==> config.mk <==
export PLATFORM = sky130hd
export DESIGN_NAME = mb_booth_mult32
export DESIGN_NICKNAME = d
export VERILOG_FILES = /design/src/rtl/mb_pkg.sv /design/src/rtl/mb_digit_enc.sv /design/src/rtl/mb_pp_sel.sv /design/src/rtl/mb_booth_mult32.sv
export SDC_FILE = /design/constraint.sdc
export NUM_CORES = 2
export LEC_CHECK = 0
export ABC_AREA = 0
export ABC_CLOCK_PERIOD_IN_PS = 7600
export CAP_MARGIN = 10
export CELL_PAD_IN_SITES_DETAIL_PLACEMENT = 1
export CELL_PAD_IN_SITES_GLOBAL_PLACEMENT = 1
export CORE_MARGIN = 4
export CORE_UTILIZATION = 44
export CTS_CLUSTER_DIAMETER = 30
export DETAILED_ROUTE_END_ITERATION = 8
export PLACE_DENSITY_LB_ADDON = 0.1
export RECOVER_POWER = 50
export SETUP_SLACK_MARGIN = 0.4
export SYNTH_ARGS = -nofsm -noshare
export SYNTH_HDL_FRONTEND = slang
export SYNTH_SLANG_ARGS = --single-unit
==> constraint.sdc <==
create_clock -name clk -period 7.6 [get_ports clk]
set_clock_uncertainty 0.1 [all_clocks]
set_input_delay 1.52 -clock clk [delete_from_list [all_inputs] [get_ports clk]]
set_output_delay 1.52 -clock clk [all_outputs]
set_load 0.1 [all_outputs]
==> src/rtl/mb_pkg.sv <==
// Shared constants and types for the radix-4 modified-Booth 32x32 signed multiplier.
package mb_pkg;

    localparam int N      = 32;
    localparam int DIGITS = 16;
    localparam int PPW    = 34;

    // -(sum of 2^(33+2i), i=0..15) mod 2^64: removes the inverted sign bit of every partial product
    localparam logic [63:0] COR_BASE = 64'h5555_5556_0000_0000;

    typedef struct packed {
        logic sign;
        logic one;
        logic two;
    } booth_digit_t;

endpackage

==> src/rtl/mb_digit_enc.sv <==
// Radix-4 Booth recoder for one digit: triplet {a[2i+1], a[2i], a[2i-1]} -> {sign, one, two}.
module mb_digit_enc
    import mb_pkg::*;
(
    input  logic [2:0]   trip,
    output booth_digit_t digit
);

    assign digit.sign = trip[2];
    assign digit.one  = trip[1] ^ trip[0];
    assign digit.two  = (trip[2] & ~trip[1] & ~trip[0]) | (~trip[2] & trip[1] & trip[0]);

endmodule

==> src/rtl/mb_pp_sel.sv <==
// 34-bit partial-product generator for one Booth digit, with sign-bit inversion applied.
module mb_pp_sel
    import mb_pkg::*;
(
    input  booth_digit_t   digit,
    input  logic [N-1:0]   b,
    output logic [PPW-1:0] pp,
    output logic           neg
);

    logic [PPW-1:0] sel_s;

    // Select 0 / b / 2b, conditionally invert, then flip the top bit
    always_comb begin
        neg = digit.sign & (digit.one | digit.two);
        if (digit.one) begin
            sel_s = {{2{b[N-1]}}, b};
        end else if (digit.two) begin
            sel_s = {b[N-1], b, 1'b0};
        end else begin
            sel_s = {PPW{1'b0}};
        end
        pp          = sel_s ^ {PPW{neg}};
        pp[PPW-1]   = ~pp[PPW-1];
    end

endmodule

==> src/rtl/mb_booth_mult32.sv <==
// Registered 32x32 -> 64 signed radix-4 Booth multiplier.
// Define MB_PP_PIPE_EN to register recoding/partial products/COR before the sum (latency 2).
module mb_booth_mult32
    import mb_pkg::*;
(
    input  logic          clk,
    input  logic          rst,
    input  logic          in_valid,
    input  logic [N-1:0]  a,
    input  logic [N-1:0]  b,
    output logic          out_valid,
    output logic [63:0]   product
);

    logic [N:0]        a_ext_s;
    booth_digit_t      digit_s [DIGITS];
    logic [PPW-1:0]    pp_s    [DIGITS];
    logic [DIGITS-1:0] neg_s;
    logic [63:0]       cor_s;

    logic [PPW-1:0]    sum_pp_s [DIGITS];
    logic [63:0]       sum_cor_s;
    logic              sum_valid_s;
    logic [63:0]       sum_s;

    logic              out_valid_d, out_valid_q;
    logic [63:0]       product_d, product_q;

    assign a_ext_s = {a, 1'b0};

    for (genvar g = 0; g < DIGITS; g++) begin : g_digit
        mb_digit_enc u_enc (
            .trip  (a_ext_s[2*g+2 -: 3]),
            .digit (digit_s[g])
        );
        mb_pp_sel u_pp (
            .digit (digit_s[g]),
            .b     (b),
            .pp    (pp_s[g]),
            .neg   (neg_s[g])
        );
    end

    // Negation completion bits sit at even positions below bit 32, where COR_BASE is zero
    always_comb begin
        cor_s = COR_BASE;
        for (int i = 0; i < DIGITS; i++) begin
            cor_s[2*i] = neg_s[i];
        end
    end

`ifdef MB_PP_PIPE_EN
    logic [PPW-1:0] pp_d [DIGITS];
    logic [PPW-1:0] pp_q [DIGITS];
    logic [63:0]    cor_d, cor_q;
    logic           pp_valid_d, pp_valid_q;

    // Next state of the partial-product stage
    always_comb begin
        for (int i = 0; i < DIGITS; i++) begin
            pp_d[i] = pp_s[i];
        end
        cor_d      = cor_s;
        pp_valid_d = in_valid;
    end

    // Partial-product stage register
    always_ff @(posedge clk) begin
        if (rst) begin
            for (int i = 0; i < DIGITS; i++) begin
                pp_q[i] <= {PPW{1'b0}};
            end
            cor_q      <= 64'd0;
            pp_valid_q <= 1'b0;
        end else begin
            for (int i = 0; i < DIGITS; i++) begin
                pp_q[i] <= pp_d[i];
            end
            cor_q      <= cor_d;
            pp_valid_q <= pp_valid_d;
        end
    end

    // Summation stage reads the registered terms
    always_comb begin
        for (int i = 0; i < DIGITS; i++) begin
            sum_pp_s[i] = pp_q[i];
        end
        sum_cor_s   = cor_q;
        sum_valid_s = pp_valid_q;
    end
`else
    // Summation stage reads the combinational terms directly
    always_comb begin
        for (int i = 0; i < DIGITS; i++) begin
            sum_pp_s[i] = pp_s[i];
        end
        sum_cor_s   = cor_s;
        sum_valid_s = in_valid;
    end
`endif

    // 17-term sum: each partial product weighted by 4^i, plus the correction constant
    always_comb begin
        sum_s = sum_cor_s;
        for (int i = 0; i < DIGITS; i++) begin
            sum_s = sum_s + ({{(64-PPW){1'b0}}, sum_pp_s[i]} << (2*i));
        end
    end

    // Output stage next state: product holds while no new result arrives
    always_comb begin
        out_valid_d = sum_valid_s;
        if (sum_valid_s) begin
            product_d = sum_s;
        end else begin
            product_d = product_q;
        end
    end

    // Output register
    always_ff @(posedge clk) begin
        if (rst) begin
            out_valid_q <= 1'b0;
            product_q   <= 64'd0;
        end else begin
            out_valid_q <= out_valid_d;
            product_q   <= product_d;
        end
    end

    assign out_valid = out_valid_q;
    assign product   = product_q;

endmodule

==> flow_metrics.env <==
export IMPL_ys_warn_count=0
export IMPL_yosysTopAreaCell="fa_1"
export IMPL_max_slew_margin_pct=28.4
export IMPL_end_kind="register"
export IMPL_fin_ws_ns=-0.391
export IMPL_final_nets=5210
export IMPL_final_common_cell="buf_4"
export IMPL_ys_ff_latch=65
export IMPL_worst_pin_slew_ns=1.07
export IMPL_final_max_slew_violation_count=0
export IMPL_synth_edf_count=0
export IMPL_cts_path_max_buffers=2
export IMPL_clock_sinks=65
export IMPL_worst_ep_arrival_time_ns=8.08
export IMPL_period_share_pct=105
export IMPL_h_tree_depth=3
export IMPL_die_h_microns=273
export IMPL_final_cell_mix="722 x buf_4, 462 x xor2_1, 415 x inv_1"
export IMPL_fin_crit_ns=7.99
export IMPL_rsz0062_at_grt="true"
export IMPL_antenna_found_initial=2
export IMPL_die_x_microns=273
export IMPL_port_buffers=131
export IMPL_place_congestion=0.974
export IMPL_slowest_delay_ns=0.65
export IMPL_status="complete, but fails checks"
export IMPL_place_ws_ns=-1.25
export IMPL_cts_tree="yes"
export IMPL_fmax_mhz=125
export IMPL_clkLatencyLatePin_ns=0.35
export IMPL_drtAntennaViolNets=0
export IMPL_ys_seq_area_share_pct=4.22
export IMPL_drv_cap=0
export IMPL_synthToLayoutAreaGrowth_pct=46.2
export IMPL_synth_area_top_cells="fa_1 28%, xor2_1 14%, ha_1 8.8%"
export IMPL_ios=132
export IMPL_dominantRegCellSynth="dfxtp_1"
export IMPL_worstHoldPathType="reg -> reg"
export IMPL_cpMaxStageDelayCell="fa_2"
export IMPL_initial_core_util_pct=44.7
export IMPL_drcViolationCount=0
export IMPL_core_sq_mm=0.0691
export IMPL_finalSetupViolCount=33
export IMPL_clock_root_buffer="clkbuf_16"
export IMPL_grt_pass1_wl_mm=223
export IMPL_final_layout_size_suffix_gt1_share_pct=36.6
export IMPL_worstSetupPathType="in -> reg"
export IMPL_dp_cells=5262
export IMPL_first_pass_iters=5
export IMPL_drtIter0Drc=2824
export IMPL_grt_usage_pct=38.9
export IMPL_clk_pin_slew_worst_paths_ns=0.06
export IMPL_crit_fanout=10
export IMPL_placedInstanceArea_sq_mm=0.0393
export IMPL_synthDistinctLibCells=72
export IMPL_rows=96
export IMPL_numCtsBuffers=9
export IMPL_finalInstanceArea_sq_mm=0.0451
export IMPL_grt_max_degree=58
export IMPL_synth_area_sq_mm=0.0309
export IMPL_hold_viol_final=0
export IMPL_final_cells=5433
export IMPL_wirelength_mm=164
export IMPL_via_per_inst=6.34
export IMPL_required_ns=7.69
export IMPL_synthArstFlopShare_pct=0
export IMPL_dieArea_sq_mm=0.0744
export IMPL_syn_inst=3818
export IMPL_avgSynthCellArea_sq_um=8.08
export IMPL_violations="setup timing"
export IMPL_yosysTopAreaCellShare_pct=27.9
export IMPL_dp_hpwl_mm=112
export IMPL_grt_pass1_vias=36800
export IMPL_grt_overflow=0
export IMPL_synth_nets=4532
export IMPL_wl_per_cell_microns=30.2
export IMPL_start_kind="primary input"
export IMPL_num_vias=34500
export IMPL_postLayoutCoreUtil_pct=65.3
export IMPL_cts_hold_buf=0
-- metrics by stage --
step           hold WS (ns)  TNS (ns)
3_3_place_gp          0.342    -32.78
2_1_floorplan         0.775         0
3_5_place_dp          0.348    -39.09
4_1_cts               0.357   -0.0639
6_report              0.355     -6.51
5_1_grt               0.375     -8.96
-- worst max-delay path: cells and delay by family --
kind | cells | cell delay, ns
adder cells (fa/ha/maj) | 7 | 3.48
buffers and inverters | 11 | 1.32
AO/OA/AOI/OAI | 6 | 0.97
AND/OR/NAND/NOR | 4 | 0.37
multiplexers | 1 | 0.24
XOR/XNOR | 1 | 0.13
-- final timing paths --
check | slack, ns | startpoint | cells past startpoint | endpoint
hold reg to reg | 0.35 | product[52]$_SDFFE_PP0P_ | 2 | product[52]$_SDFFE_PP0P_
hold / removal | 0.35 | product[52]$_SDFFE_PP0P_ | 2 | product[52]$_SDFFE_PP0P_
setup / recovery | -0.39 | a[17] | 30 | product[34]$_SDFFE_PP0P_
setup reg to reg | 6.68 | product[34]$_SDFFE_PP0P_ | 2 | product[34]$_SDFFE_PP0P_
-- synthesized netlist by cell type (30+ instances only) --
| cell type | number |
|---|---|
| buf_1 | 66 |
| clkbuf_1 | 342 |
| a211oi_1 | 30 |
| a22oi_1 | 255 |
| a21o_1 | 41 |
| o21ai_0 | 314 |
| nor2_1 | 352 |
| dfxtp_1 | 65 |
| mux2i_1 | 43 |
| inv_1 | 448 |
| ha_1 | 217 |
| xnor2_1 | 89 |
| fa_1 | 430 |
| xor2_1 | 481 |
| a221oi_1 | 174 |
| a21oi_1 | 140 |
| nand2_1 | 107 |
-- repair_timing --
action                                  4_1_cts  5_1_grt
setup buffers                                73       61
gates resized for setup                     621      407
endpoints found under the setup margin       49       46
pin swaps                                   163      157
cloned                                       13        6
-- area by class of cell --
| class | instances | area [sq um] |
|---|---|---|
| antenna | 1 | 2.50 |
| sequential | 65 | 1300 |
| timing repair buffer | 1084 | 10600 |
| tap | 931 | 1160 |
| clock buffer | 14 | 264 |
| clock inverter | 2 | 60.1 |
| fill | 7656 | 24000 |
| multi-input combinational | 2888 | 30000 |
| inverter | 448 | 1680 |
-- sequential cells by signal, indices dropped and copies added (netlist names) --
register   flops
product       64
out_valid      1
-- logic make-up (layout without fill, tap and decap cells) --
logic type               count (synthesis)  after routing  synth area share (%)
AO/OA/AOI/OAI                         1053           1053                  22.9
XOR/XNOR                               570            570                  16.2
adder cells (fa/ha/maj)                647            647                  36.7
buffers and inverters                  865           1548                  10.6
flip-flops                              65             65                  4.22
multiplexers                            43             43                  1.39
other                                    0              1                     0
AND/OR/NAND/NOR                        575            575                  8.04
-- metal layers --
layer / vias to the layer above / track usage [%] / routed length [microns]
li1: 14200 / - / -
met1: 17400 / 43.7 / 57300
met2: 2000 / 67.3 / 78400
met3: 911 / 5.38 / 11100
met4: 0 / 28.8 / 17200
met5: - / 0 / 0
Power is not shown: default switching activity piles up to over one toggle a cycle in this logic, so the estimate is an artifact.
